<file path="config.mk">
export PLATFORM = sky130hd
export DESIGN_NAME = serial_cla_add_ctrl_flat
export DESIGN_NICKNAME = d
export VERILOG_FILES = /design/src/rtl/serial_cla_add_ctrl_if.sv /design/src/rtl/serial_cla_add_ctrl.sv /design/src/flat_wrapper.sv
export SDC_FILE = /design/constraint.sdc
export NUM_CORES = 1
export LEC_CHECK = 0
export ABC_AREA = 1
export BUFFER_PORTS_ARGS = -buffer_cell sky130_fd_sc_hd__buf_2
export CAP_MARGIN = 10
export CORE_MARGIN = 1.5
export CORE_UTILIZATION = 43
export CTS_BUF_LIST = sky130_fd_sc_hd__clkbuf_16
export DETAILED_ROUTE_END_ITERATION = 7
export HOLD_SLACK_MARGIN = 0.08
export PLACE_DENSITY = 0.71
export RECOVER_POWER = 25
export REMOVE_ABC_BUFFERS = 1
export SETUP_SLACK_MARGIN = 0.4
export SLEW_MARGIN = 20
export SYNTH_ARGS = -nofsm -noshare
export SYNTH_HDL_FRONTEND = slang
export SYNTH_SLANG_ARGS = --single-unit
</file>
<file path="constraint.sdc">
create_clock -name clock -period 2.1 [get_ports clock]
set_input_delay 0.525 -clock clock [delete_from_list [all_inputs] [get_ports clock]]
set_output_delay 0.525 -clock clock [all_outputs]
set_load 0.01 [all_outputs]
</file>
<file path="src/rtl/serial_cla_add_ctrl_if.sv">
// Operand/result handshake bundle for serial_cla_add_ctrl.
// in_sub exists only when SERIAL_CLA_SUB_EN is defined.
`timescale 1ns/1ps
interface serial_cla_add_ctrl_if #(
    parameter int TOTAL_WIDTH = 16
);
    logic                   in_valid;
    logic                   in_ready;
    logic [TOTAL_WIDTH-1:0] in_a;
    logic [TOTAL_WIDTH-1:0] in_b;
`ifdef SERIAL_CLA_SUB_EN
    logic                   in_sub;
`endif
    logic                   out_valid;
    logic                   out_ready;
    logic [TOTAL_WIDTH:0]   out_sum;

    modport master (
        output in_valid, in_a, in_b, out_ready,
`ifdef SERIAL_CLA_SUB_EN
        output in_sub,
`endif
        input  in_ready, out_valid, out_sum
    );

    modport slave (
        input  in_valid, in_a, in_b, out_ready,
`ifdef SERIAL_CLA_SUB_EN
        input  in_sub,
`endif
        output in_ready, out_valid, out_sum
    );
endinterface

</file>
<file path="src/rtl/serial_cla_add_ctrl.sv">
// Serial wide adder: one 4-bit carry-lookahead slice reused LSB-first, one nibble per cycle.
// Optional subtract mode (in_sub) is enabled by defining SERIAL_CLA_SUB_EN.
`timescale 1ns/1ps
module serial_cla_add_ctrl #(
    parameter int TOTAL_WIDTH = 16
) (
    input  logic                 clock,
    input  logic                 reset_n,
    serial_cla_add_ctrl_if.slave bus,
    output logic                 busy
);
    localparam int NUM_SLICES = TOTAL_WIDTH / 4;
    localparam int CNT_W      = (NUM_SLICES > 1) ? $clog2(NUM_SLICES) : 1;

    generate
        if ((TOTAL_WIDTH <= 0) || ((TOTAL_WIDTH % 4) != 0)) begin : g_bad_width
            $error("serial_cla_add_ctrl: TOTAL_WIDTH must be a nonzero multiple of 4");
        end
    endgenerate

    typedef enum logic [1:0] {
        S_IDLE = 2'd0,
        S_RUN  = 2'd1,
        S_DONE = 2'd2
    } state_t;

    state_t                 r_state;
    state_t                 w_next_state;
    logic [TOTAL_WIDTH-1:0] r_a;
    logic [TOTAL_WIDTH-1:0] r_b;
    logic [TOTAL_WIDTH-1:0] r_result;
    logic [TOTAL_WIDTH:0]   r_sum;
    logic                   r_carry;
    logic [CNT_W-1:0]       r_cnt;

    logic                   w_sub;
    logic                   w_last;
    logic [3:0]             w_p;
    logic [3:0]             w_g;
    logic [3:0]             w_c;
    logic                   w_cout;
    logic [3:0]             w_slice_sum;
    logic [TOTAL_WIDTH+3:0] w_result_cat;
    logic [TOTAL_WIDTH-1:0] w_result_next;

`ifdef SERIAL_CLA_SUB_EN
    assign w_sub = bus.in_sub;
`else
    assign w_sub = 1'b0;
`endif

    // Lookahead slice: every carry is a flat function of p/g and the registered carry-in.
    assign w_p = r_a[3:0] ^ r_b[3:0];
    assign w_g = r_a[3:0] & r_b[3:0];
    assign w_c[0] = r_carry;
    assign w_c[1] = w_g[0] | (w_p[0] & r_carry);
    assign w_c[2] = w_g[1] | (w_p[1] & w_g[0]) | (w_p[1] & w_p[0] & r_carry);
    assign w_c[3] = w_g[2] | (w_p[2] & w_g[1]) | (w_p[2] & w_p[1] & w_g[0])
                  | (w_p[2] & w_p[1] & w_p[0] & r_carry);
    assign w_cout = w_g[3] | (w_p[3] & w_g[2]) | (w_p[3] & w_p[2] & w_g[1])
                  | (w_p[3] & w_p[2] & w_p[1] & w_g[0])
                  | (w_p[3] & w_p[2] & w_p[1] & w_p[0] & r_carry);
    assign w_slice_sum = w_p ^ w_c;

    // New nibble enters at the top so the LSB nibble ends up in bits [3:0] after the last slice.
    assign w_result_cat  = {w_slice_sum, r_result};
    assign w_result_next = w_result_cat[TOTAL_WIDTH+3:4];
    assign w_last        = (r_cnt == CNT_W'(NUM_SLICES - 1));

    always_ff @(posedge clock or negedge reset_n) begin
        if (!reset_n) begin
            r_state <= S_IDLE;
        end else begin
            r_state <= w_next_state;
        end
    end

    // NOTE: every signal driven here gets a default first, so no path can leave one unassigned and infer a latch.
    always_comb begin
        w_next_state  = r_state;
        bus.in_ready  = 1'b0;
        bus.out_valid = 1'b0;
        busy          = 1'b1;
        case (r_state)
            S_IDLE: begin
                bus.in_ready = 1'b1;
                busy         = 1'b0;
                if (bus.in_valid) begin
                    w_next_state = S_RUN;
                end
            end
            S_RUN: begin
                if (w_last) begin
                    w_next_state = S_DONE;
                end
            end
            S_DONE: begin
                bus.out_valid = 1'b1;
                if (bus.out_ready) begin
                    w_next_state = S_IDLE;
                end
            end
            default: begin
                w_next_state = S_IDLE;
            end
        endcase
    end

    // NOTE: state is updated with non-blocking assignments so every register samples pre-edge values.
    always_ff @(posedge clock or negedge reset_n) begin
        if (!reset_n) begin
            r_a      <= '0;
            r_b      <= '0;
            r_result <= '0;
            r_sum    <= '0;
            r_carry  <= 1'b0;
            r_cnt    <= '0;
        end else begin
            case (r_state)
                S_IDLE: begin
                    if (bus.in_valid) begin
                        r_a     <= bus.in_a;
                        r_b     <= w_sub ? ~bus.in_b : bus.in_b;
                        r_carry <= w_sub;
                        r_cnt   <= '0;
                    end
                end
                S_RUN: begin
                    r_a      <= r_a >> 4;
                    r_b      <= r_b >> 4;
                    r_result <= w_result_next;
                    r_carry  <= w_cout;
                    r_cnt    <= r_cnt + 1'b1;
                    if (w_last) begin
                        r_sum <= {w_cout, w_result_next};
                    end
                end
                default: begin
                end
            endcase
        end
    end

    assign bus.out_sum = r_sum;
endmodule

</file>
<file path="src/flat_wrapper.sv">
// flat-port wrapper written by rule: the top's interface ports become plain ports
module serial_cla_add_ctrl_flat 
#(
    parameter int TOTAL_WIDTH = 16
)
  (clock, reset_n, busy, bus_in_valid, bus_in_a, bus_in_b, bus_out_ready, bus_in_ready, bus_out_valid, bus_out_sum);
  serial_cla_add_ctrl_if #(.TOTAL_WIDTH(TOTAL_WIDTH)) bus_i ();
  input  logic clock;
  input  logic reset_n;
  output logic busy;
  input wire logic [$bits(bus_i.in_valid)-1:0] bus_in_valid;
  input wire logic [$bits(bus_i.in_a)-1:0] bus_in_a;
  input wire logic [$bits(bus_i.in_b)-1:0] bus_in_b;
  input wire logic [$bits(bus_i.out_ready)-1:0] bus_out_ready;
  output wire logic [$bits(bus_i.in_ready)-1:0] bus_in_ready;
  output wire logic [$bits(bus_i.out_valid)-1:0] bus_out_valid;
  output wire logic [$bits(bus_i.out_sum)-1:0] bus_out_sum;
  assign bus_i.in_valid = bus_in_valid;
  assign bus_i.in_a = bus_in_a;
  assign bus_i.in_b = bus_in_b;
  assign bus_i.out_ready = bus_out_ready;
  assign bus_in_ready = bus_i.in_ready;
  assign bus_out_valid = bus_i.out_valid;
  assign bus_out_sum = bus_i.out_sum;
  serial_cla_add_ctrl #(.TOTAL_WIDTH(TOTAL_WIDTH)) u_core (.clock(clock), .reset_n(reset_n), .bus(bus_i), .busy(busy));
endmodule
</file>
### Word-level counts from Yosys, hierarchy flattened

Cells that the tools add are included.

* bits of input ports: 36
* bits in registers: 70
* output and inout bits: 20

* add/sub/neg operators: 1
* bitwise operators: 29
* equal/unequal tests: 6
* multiplexer cells: 15
* reduce and logical (&&, ||, !) cells: 5

Operators with widths (number)
* case mux 16 bit (2 select lines): 2
* 2-to-1 mux 16 bit: 2
* bitwise AND 1 bit: 16
* bitwise OR 1 bit: 10
* 2-to-1 mux 2 bit: 4
* bitwise XOR 4 bit: 2
* case mux 2 bit (3 select lines): 1
* bitwise AND 4 bit: 1
* equality test 2 bit (second input constant): 2
* 2-to-1 mux 1 bit: 4
* inequality test 2 bit (second input constant): 2
* case mux 2 bit (2 select lines): 1
* AND reduction 2 bit: 2
* AND reduction 3 bit: 1
* adder 2 x 1 -> 2 bit (second input constant): 1
* equality test 2 x 1 -> 1 bit (second input constant): 1
* zero test 2 bit: 1
* inequality test 2 x 1 -> 1 bit (second input constant): 1
* case mux 1 bit (2 select lines): 1
* nonzero test 2 bit: 1

### Logic depth before layout (Yosys ltp)

Gate-level depths: netlist of the first run.

* depth in word-level cells: 7
* gate-level depth with buffers: 8
* mapped depth without buffers: 8

### Least setup slack after synthesis of the first run

No wires, ideal clock.

* kind: register to output
* start: reg u_core.r_state[0]
* end: out busy
* setup slack: 0.701 ns
* buffers on the path: 1
* arrival time: 0.874 ns
* cell stages (with the launch flop): 4
* cell sequence: dfrtp_1 nor2_1 buf_2 inv_1

* longest elaborated chain between the ends: 2

RTL lines
* from (decl): line serial_cla_add_ctrl.sv:27 `state_t r_state;`
* from (signal assigned): line serial_cla_add_ctrl.sv:74 `r_state <= w_next_state;`
* zero test 2 bit: line serial_cla_add_ctrl.sv:84 `case (r_state)`
* 2-to-1 mux 1 bit: line serial_cla_add_ctrl.sv:84
* to (decl): line flat_wrapper.sv:10 `output logic busy;`

Every way passes these cells.

### Worst setup path after layout of the first run

* start: reg u_core.r_state[0]
* end: out bus_out_valid

* longest elaborated chain between the ends: 2

RTL lines
* equality test 2 bit: line serial_cla_add_ctrl.sv:84
* 2-to-1 mux 1 bit: line serial_cla_add_ctrl.sv:84
* to (decl): line flat_wrapper.sv:16 `output wire logic [$bits(bus_i.out_valid)-1:0] bus_out_valid;`

Every way passes these cells.

==> summary.txt, run 1 <==
Power
  • PwrDens: 1760 nW/µm²
  • Internal power: 3730 µW
  • Sw frac: 40.2%
  • Share of power burned in registers: 35.6%
  • VDD IR-drop max: 0.972 mV
  • Tot Pwr: 6240 µW
  • Clock share of power: 20.3%
  • Comb power frac: 44.1%
  • Leak Pwr: 0.00183 µW
  • Psw: 2510 µW

STA
  • Worst slew pin tran: 0.394 ns
  • Post-route clock skew: 0.00593 ns
  • Setup TNS: 0 ns
  • Final Hold Viols: 0
  • Fmax: 604 MHz
  • Max Slew Vio Count: 0
  • Final min period: 1.66 ns
  • Final setup viols: 0
  • Final period util: 78.9%
  • RSZ-0062 raised after global routing: false
  • Slew margin rel.: 73.7%

Cells and area
  • Share of layout cells above drive strength 1: 21.7%
  • Finished Layout Cells: 468
  • P&R area growth vs syn: 20.8%
  • Final nets: 428
  • Fin area: 3540 µm²
  • Ant. Diodes: 0

Worst setup path
  • Setup crit start kind: flop
  • Endpoint arrival time on the critical path: 1.13 ns
  • Crit path required time: 1.57 ns
  • CP Class: reg2out
  • Critical path endpoint category: primary output
  • Crit-path max FO: 3
  • R2r endpoint: u_core.r_b[3]
  • Worst r2r src: u_core.r_state[1]
  • Reg2Reg Depth: 7
  • Reg2reg setup slack: 0.56 ns

Run
  • Max-cap violations: 0

Yosys
  • Synthesis Warnings: 0
  • Mapped Cells: 329
  • Top cells by area, synth: dfrtp_1 56%, nand2_1 8.7%, o21ai_0 7.7%, inv_1 5.0%, o22ai_1 3.8%
  • Post-synthesis instance area: 2940 µm²
  • Avg Cell Area, Syn: 8.92 µm²
  • Largest family of logic cells by synthesized area: simple AND/OR/NAND/NOR gates
  • Post-synthesis compound-gate area fraction: 14.3%
  • Distinct cell type count after synthesis: 24
  • XOR/XNOR share of the synthesized area: 0.298%
  • Synthesized-area fraction occupied by and/or/nand/nor cells: 16.8%
  • Post-synthesis adder-cell area fraction: 2.81%
  • Post-synthesis mux area share: 0%
  • Synth Register Bits: 66
  • Synth area leader: dfrtp_1
  • Share of the synthesized area in the top cell type: 56.3%
  • Post-synthesis sequential area ratio: 56.3%

GRT
  • Initial antenna violation count: 0
  • Number of global-route vias before repair: 2097
  • First-pass GRT wire length: 9.72 mm
  • Largest net degree at the start of global routing: 67
  • Gr usage total: 17.4%
  • GRT overflow: 0

CTS
  • CTS Buffer Depth: 2
  • Root buf cell: clkbuf_16
  • Clk_lat worst skew: 0.33 ns
  • Clock sinks: 66
  • CTS tree: done
  • H-Tree Depth: 3
  • Num CTS Buffers: 9
  • Worst-path clk slew: 0.05 ns

Floorplan
  • Die width: 85.6 µm
  • Core area: 6460 µm²
  • Row count: 29
  • Height of the die: 85.6 µm
  • Die ar.: 7330 µm²
  • I/O Pins: 56
  • Starting Density: 45.4%

Place
  • Detailed placement HPWL: 3.63 mm
  • Placed Cells incl. Taps: 448
  • Placer Congestion: 0.766
  • Placed cell area: 3230 µm²
  • # port buffers: 55

Outcome
  • Status: finished, violations left
  • Failing checks: DRC

Drt
  • Routed wire per std cell: 12.2 µm
  • Via count: 2275
  • Via/cell ratio: 4.86
  • Antenna Nets Post-Route: 0
  • DR pass1 iterations: 6
  • Iter 0 DRT Violations: 114
  • DRC: 4
  • Routed WL: 5.73 mm

Hold path
  • Min-delay worst type: in2async
==> synth_stat cells (all sizes together) <==
cell and instances:
nand3 15, nor2 29, a21oi 2, nand4 2
inv 43, dfrtp 66, fa 1, buf 15
ha 5, o22ai 18, or2 1, xnor2 1
nand2 71, o31ai 1, clkbuf 2, o21ai 57
==> power by group through the flow <==
stage               clock, µW  combinational [µW]  sequential, µW
global route             1370                3190            2290
CTS                      1310                2730            2220
finish                   1270                2750            2220
detailed placement          0                2620            2230
global placement            0                2560            2220
floorplan                   0                1850            2240
==> layout make-up <==
type / count / area (µm²)
clock buffer: 9 / 225
clock inverter: 7 / 28.8
fill: 603 / 2910
inverter: 43 / 164
multi-input combinational: 203 / 1020
sequential: 66 / 1650
tap: 77 / 96.3
timing repair buffer: 63 / 357
==> cells by family (layout without fill, tap and decap cells) <==
family | after synthesis | after routing
AO/OA/AOI/OAI | 78 | 78
buffers and inverters | 60 | 122
flip-flops | 66 | 66
AND/OR/NAND/NOR | 118 | 118
adder cells (fa/ha/maj) | 6 | 6
XOR/XNOR | 1 | 1
==> layer usage <==
metal | share of wire (%) | up-vias | track usage (%)
met3 | 6.1 | 6 | 6.54
met4 | 1.0 | 0 | 6.60
li1 | - | 1176 | -
met2 | 46 | 76 | 26.1
met5 | 0 | - | 0
met1 | 47 | 1017 | 23.0
==> cell usage in the layout (no fill, tap or decap), drive strengths merged <==
cell type  instances
ha                 5
nand2             71
xnor2              1
nand4              2
dfrtp             66
or2                1
inv               45
o22ai             18
buf               62
fa                 1
clkinv             5
nor2              29
nand3             15
clkbuf            10
o31ai              1
o21ai             57
a21oi              2
==> worst max-delay path by stage <==
stage                           start             end  depth (start not counted)
floorplan           u_core.r_state[0]   u_core.r_a[1]                          6
CTS                 u_core.r_state[1]   u_core.r_b[3]                          7
global placement    u_core.r_state[0]   u_core.r_a[1]                          6
global route        u_core.r_state[0]   bus_out_valid                          3
detailed placement       bus_in_valid  u_core.r_b[15]                          6
finish              u_core.r_state[0]   bus_out_valid                          3
==> flip-flops by register name, summed over array words and instances, names as in the netlist <==
signal	count
u_core.r_cnt	2
u_core.r_carry	1
u_core.r_a	16
u_core.r_result	12
u_core.r_state	2
u_core.bus.out_sum	17
u_core.r_b	16
==> what timing repair did <==
item                                    4_1_cts  5_1_grt
pin swaps                                     1        1
gates resized for setup                       4        4
buffers inserted                              4        0
endpoints found under the setup margin        2       23
endpoints found under the hold margin         0        0
hold buffers                                  0        0
==> through the flow <==
step                      utilization [%]  setup slack, ns  hold WS [ns]
final                                54.9            0.444         0.241
after global routing                 54.9            0.401         0.292
after CTS                            54.6            0.413         0.214
after detailed placement             50.0            0.455         0.454
after global placement               50.0            0.490         0.448
after floorplan                         -            0.390         0.229
==> critical path, cell delays in order (launching register included) <==
cell     delay, ns
dfrtp_2       0.42
buf_4         0.15
nor2_1        0.10
buf_2         0.14
No activity file was read; power rests on OpenSTA's default activity.
==> inputs of run 2 (changes only) <==
- PLACE_DENSITY: 0.71 -> 0.73
- clock period: 2.1 -> 1.3 ns (I/O delays scaled with it)
==> summary.txt, run 2 (synthesis gave the netlist of run 1 again) <==
Outcome
  • Status: finished, violations left (unchanged)
  • Failing checks: DRC, setup timing (was DRC)

Drt
  • Routed WL: 8.12 mm (was 5.73 mm)
  • DR pass1 iterations: 6 (unchanged)
  • Routed wire per std cell: 15.4 µm (was 12.2 µm)
  • Iter 0 DRT Violations: 102 (was 114)
  • Antenna Nets Post-Route: 0 (unchanged)
  • Via count: 2708 (was 2275)
  • DRC: 6 (was 4)
  • Via/cell ratio: 5.15 (was 4.86)

STA
  • Fmax: 678 MHz
  • Setup TNS: -5.94 ns (was 0 ns)
  • Final min period: 1.48 ns
  • RSZ-0062 raised after global routing: true (was false)
  • Post-route clock skew: 0.00874 ns (was 0.00593 ns)
  • Slew margin rel.: 59.5% (was 73.7%)
  • Hold slack: 0.186 ns (was 0.241 ns)
  • Final Hold Viols: 0 (unchanged)
  • Max Slew Vio Count: 0 (unchanged)
  • Final setup viols: 65 (was 0)
  • Final period util: 113%
  • Worst slew pin tran: 0.607 ns (was 0.394 ns)
  • Setup ws final: -0.175 ns (was 0.444 ns)

Cells and area
  • Finished Layout Cells: 526 (was 468)
  • Share of layout cells above drive strength 1: 46.3% (was 21.7%)
  • Final nets: 486 (was 428)
  • Fillcell total: 437 (was 603)
  • Most common cell after layout, fill and taps aside: dfrtp_1 (was nand2_1)
  • Most frequent cells in the layout: 66 x dfrtp_1, 53 x nand2_1, 53 x buf_2 (was 68 x nand2_1, 65 x dfrtp_1, 53 x buf_2)
  • Max reg flops: 17 (unchanged)
  • P&R area growth vs syn: 58.3% (was 20.8%)
  • Fin area: 4650 µm² (was 3540 µm²)
  • Ant. Diodes: 0 (unchanged)

Worst setup path
  • R2r endpoint: u_core.r_a[6] (was u_core.r_b[3])
  • Endpoint arrival time on the critical path: 1.15 ns (was 1.13 ns)
  • Crit-path max FO: 3 (unchanged)
  • CP Class: reg2out (unchanged)
  • Worst r2r src: u_core.r_state[0] (was u_core.r_state[1])
  • Reg2Reg Depth: 9 (was 7)
  • Crit path required time: 0.98 ns (was 1.57 ns)
  • Reg2reg setup slack: -0.16 ns (was 0.56 ns)
  • Setup crit start kind: flop (unchanged)
  • Critical path endpoint category: primary output (unchanged)

GRT
  • GRT overflow: 0 (unchanged)
  • First-pass GRT wire length: 12.2 mm (was 9.72 mm)
  • Number of global-route vias before repair: 2633 (was 2097)
  • Largest net degree at the start of global routing: 67 (unchanged)
  • Initial antenna violation count: 0 (unchanged)
  • Gr usage total: 21.7% (was 17.4%)

Place
  • # port buffers: 55 (unchanged)
  • Placed Cells incl. Taps: 458 (was 448)
  • Detailed placement HPWL: 3.68 mm (was 3.63 mm)
  • Place WS: -0.106 ns (was 0.455 ns)
  • Placed cell area: 3330 µm² (was 3230 µm²)
  • Placer Congestion: 0.808 (was 0.766)

Floorplan
  • Die width: 85.6 µm (unchanged)
  • Height of the die: 85.6 µm (unchanged)
  • Core area: 6460 µm² (unchanged)
  • Starting Density: 45.4% (unchanged)
  • I/O Pins: 56 (unchanged)
  • Die ar.: 7330 µm² (unchanged)
  • Row count: 29 (unchanged)

CTS
  • Num CTS Buffers: 9 (unchanged)
  • H-Tree Depth: 3 (unchanged)
  • CTS Buffer Depth: 2 (unchanged)
  • Root buf cell: clkbuf_16 (unchanged)
  • CTS tree: done (unchanged)
  • Clk_lat worst skew: 0.33 ns (about the same)
  • Worst-path clk slew: 0.05 ns (about the same)
  • Clock sinks: 66 (unchanged)

Hold path
  • Hold Crit Depth: 2
  • Min-delay worst type: in2reg (was in2async)
  • Hold_sp: bus_out_ready
  • Hold endpoint: u_core.r_state[1]

Power
  • VDD IR-drop max: 1.85 mV (was 0.972 mV)
  • Leak Pwr: 0.00234 µW (was 0.00183 µW)
  • PwrDens: 3280 nW/µm² (was 1760 nW/µm²)

Run
  • Max-cap violations: 0 (unchanged)
-- run 2: final cells by class --
cell class / instances / area (µm²) / share of cell area [%]
Timing Repair Buffer: 120 / 1100 / 23.7
Clock inverter: 7 / 61.3 / 1.32
Clock buffer: 9 / 225 / 4.85
Tap cell: 77 / 96.3 / 2.07
Sequential cell: 66 / 1650 / 35.5
Inverter: 43 / 195 / 4.20
Timing Repair inverter: 1 / 11.3 / 0.242
Multi-Input combinational cell: 203 / 1310 / 28.1
-- run 2: critical path, stage by stage (launching register included) --
cell and delay [ns]:
dfrtp_1 0.39, nor2_2 0.16, buf_6 0.13, inv_2 0.03, buf_6 0.10
-- run 2: worst max-delay path by stage --
stage	startpoint	endpoint
after global placement	u_core.r_b[2]	u_core.r_result[15]
after CTS	u_core.r_state[1]	busy
after global routing	u_core.r_state[0]	busy
after detailed placement	u_core.r_b[2]	u_core.r_result[15]
after floorplan	u_core.r_state[0]	u_core.r_a[1]
final	u_core.r_state[0]	busy
-- run 2: repair_timing --
action,in CTS,in global routing
endpoints found under the setup margin,85,86
gates cloned,9,1
pin swaps,26,20
resized for setup,106,49
hold endpoints to repair,66,0
hold buffers,1,0
setup buffers,29,12
-- run 2: power by group --
part           leakage (µW)  switching [µW]  internal [µW]  total (µW)
logic               0.00138            4560           4690        9250
clock network      0.000138             858           1460        2320
registers          0.000826             598           3080        3670
-- run 2: per-layer routing --
layer	GRT usage, %	wire length [µm]	vias up
li1	-	-	1300
met1	27.0	3360	1310
met2	36.5	4240	84
met3	5.10	392	14
met4	8.80	131	0
met5	0	0	-
-- run 2: through the flow --
step	utilization (%)	power, µW
after CTS	67.6	13700
after global routing	71.9	16200
final	71.9	15200
after floorplan	-	6600
after detailed placement	51.6	8210
after global placement	51.6	8030
==> inputs of run 3 (changes only) <==
- CTS_BUF_LIST: sky130_fd_sc_hd__clkbuf_16 -> sky130_fd_sc_hd__clkbuf_2
- SETUP_SLACK_MARGIN: 0.4 -> 0.02
==> summary.txt, run 3 (synthesis gave the netlist of run 1 again) <==
Outcome
  • Status: finished, violations left (unchanged)
  • Failing checks: DRC, setup timing (unchanged)

Drt
  • Iter 0 DRT Violations: 137 (was 102)
  • Via count: 2721 (was 2708)
  • Met2 wire length: 4.12 mm (was 4.24 mm)
  • Routed WL: 7.75 mm (was 8.12 mm)
  • DR top layer: met4 (unchanged)
  • Antenna Nets Post-Route: 0 (unchanged)
  • DRC: 6 (unchanged)
  • Via/cell ratio: 5.10 (was 5.15)
  • DR pass1 iterations: 6 (unchanged)
  • Metal3 WL: 372 µm (was 392 µm)
  • Met1 wire length: 3.16 mm (was 3.36 mm)
  • Routed wire per std cell: 14.5 µm (was 15.4 µm)

GRT
  • First-pass GRT wire length: 11.8 mm (was 12.2 mm)
  • Number of global-route vias before repair: 2579 (was 2633)
  • Gr usage total: 21.0% (was 21.7%)
  • Largest net degree at the start of global routing: 67 (unchanged)
  • GRT overflow: 0 (unchanged)
  • Initial antenna violation count: 0 (unchanged)

Floorplan
  • I/O Pins: 56 (unchanged)
  • Die width: 85.6 µm (unchanged)
  • Height of the die: 85.6 µm (unchanged)
  • Starting Density: 45.4% (unchanged)
  • Row count: 29 (unchanged)
  • Core area: 6460 µm² (unchanged)
  • Die ar.: 7330 µm² (unchanged)

CTS
  • CTS tree: done (unchanged)
  • H-Tree Depth: 3 (unchanged)
  • Num CTS Buffers: 9 (unchanged)
  • Clock sinks: 66 (unchanged)
  • Worst-path clk slew: 0.18 ns (was 0.05 ns)
  • Root buf cell: clkbuf_2 (was clkbuf_16)
  • Clk_lat worst skew: 0.50 ns (was 0.33 ns)
  • CTS Buffer Depth: 2 (unchanged)

Cells and area
  • Most common cell after layout, fill and taps aside: dfrtp_1 (unchanged)
  • Max reg flops: 17 (unchanged)
  • P&R area growth vs syn: 54.4% (was 58.3%)
  • Fillcell total: 466 (was 437)
  • Final nets: 494 (was 486)
  • Share of layout cells above drive strength 1: 39.8% (was 46.3%)
  • Most frequent cells in the layout: 66 x dfrtp_1, 64 x nand2_1, 54 x buf_2 (was 66 x dfrtp_1, 53 x nand2_1, 53 x buf_2)
  • Ant. Diodes: 0 (unchanged)
  • Fin area: 4530 µm² (was 4650 µm²)

Worst setup path
  • Reg2Reg Depth: 8 (was 9)
  • R2r endpoint: u_core.r_b[0] (was u_core.r_a[6])
  • Critical path endpoint category: primary output (unchanged)
  • Crit-path max FO: 3 (unchanged)
  • Setup crit start kind: flop (unchanged)
  • Worst r2r src: u_core.r_state[0] (unchanged)
  • Crit path required time: 0.98 ns (about the same)
  • CP Class: reg2out (unchanged)
  • Reg2reg setup slack: -0.15 ns (was -0.16 ns)
  • Endpoint arrival time on the critical path: 1.32 ns (was 1.15 ns)

Place
  • Place WS: -0.106 ns (unchanged)
  • Detailed placement HPWL: 3.68 mm (unchanged)
  • Placed cell area: 3330 µm² (unchanged)
  • # port buffers: 55 (unchanged)
  • Placer Congestion: 0.808 (unchanged)

STA
  • Fmax: 606 MHz (was 678 MHz)
  • Max Slew Vio Count: 0 (unchanged)
  • Setup ws final: -0.350 ns (was -0.175 ns)
  • Slew margin rel.: 41.4% (was 59.5%)
  • Post-route clock skew: 0.0241 ns (was 0.00874 ns)
  • Final Hold Viols: 0 (unchanged)
  • Final setup viols: 70 (was 65)
  • Worst slew pin tran: 0.879 ns (was 0.607 ns)
  • Final period util: 127% (was 113%)
  • RSZ-0062 raised after global routing: true (unchanged)
  • Final min period: 1.65 ns (was 1.48 ns)

Power
  • PwrDens: 2930 nW/µm² (was 3280 nW/µm²)
  • Leak Pwr: 0.00227 µW (was 0.00234 µW)
  • VDD IR-drop max: 1.86 mV (was 1.85 mV)

Hold path
  • Min-delay worst type: in2reg (unchanged)
  • Hold Crit Depth: 3 (was 2)
  • Hold_sp: bus_in_a[3] (was bus_out_ready)
  • Hold endpoint: u_core.r_a[3] (was u_core.r_state[1])

Run
  • Max-cap violations: 0 (unchanged)
run 3: cell types whose count changed in the layout (fill, tap and decap cells not counted), sizes merged:
cell	before	now
dlygate4sd3	1	27
buf	118	96
clkbuf	10	13
clkinv	3	4
run 3: how the worst max path moves through the flow:
stage          slack (ns)         startpoint  cells after the start                   to
2_1_floorplan       -0.41  u_core.r_state[0]                      6        u_core.r_a[1]
3_3_place_gp        -0.06      u_core.r_b[2]                      6  u_core.r_result[15]
3_5_place_dp        -0.11      u_core.r_b[2]                      6  u_core.r_result[15]
4_1_cts             -0.39  u_core.r_state[1]                      4                 busy
5_1_grt             -0.47  u_core.r_state[0]                      4                 busy
6_report            -0.35  u_core.r_state[0]                      4                 busy
run 3: area by class of cell:
cell class / instances / area (µm²) / area share (%)
flip-flops and latches: 66 / 1650 / 36.4
multi-input cells: 203 / 1290 / 28.5
repair buffers: 126 / 1140 / 25.2
inverters: 43 / 203 / 4.47
well taps: 77 / 96.3 / 2.13
clock inverters: 6 / 57.6 / 1.27
clock buffers: 10 / 50.0 / 1.10
repair inverters: 3 / 40.0 / 0.883
run 3: repair_timing:
| item | 4_1_cts | 5_1_grt |
|---|---|---|
| setup endpoints to repair | 52 | 78 |
| hold endpoints to repair | 90 | 2 |
| gates cloned | 6 | 4 |
| gates resized for setup | 66 | 73 |
| buffers inserted | 41 | 7 |
| hold buffers | 25 | 2 |
| pin swaps | 18 | 10 |
run 3: critical path, cell delays in order (launching register included):
cell and delay [ns]:
dfrtp_1 0.42, nor2_2 0.14, buf_6 0.13, inv_2 0.03, buf_6 0.11
run 3: layer usage:
| layer | vias up | global-route usage (%) |
|---|---|---|
| met1 | 1320 | 25.5 |
| met5 | - | 0 |
| met2 | 77 | 35.4 |
| li1 | 1315 | - |
| met4 | 0 | 6.60 |
| met3 | 9 | 6.93 |
run 3: power by group:
part	internal (µW)	switching, µW	total (µW)
sequential	3050	534	3590
combinational	4170	4360	8530
clock	435	728	1160
total	7650	5620	13300
run 3: per-stage QoR:
stage               utilization [%]  total power [µW]  std cells  TNS, ns  hold slack (ns)
global placement               51.6              8030        458   -0.117            0.369
floorplan                         -              6600        312   -12.95           0.0294
detailed placement             51.6              8210        458   -0.570            0.372
CTS                            64.4             11700        524    -6.73           0.0838
global route                   70.2             14200        534   -11.71            0.101
finish                         70.2             13300        534    -6.59            0.130
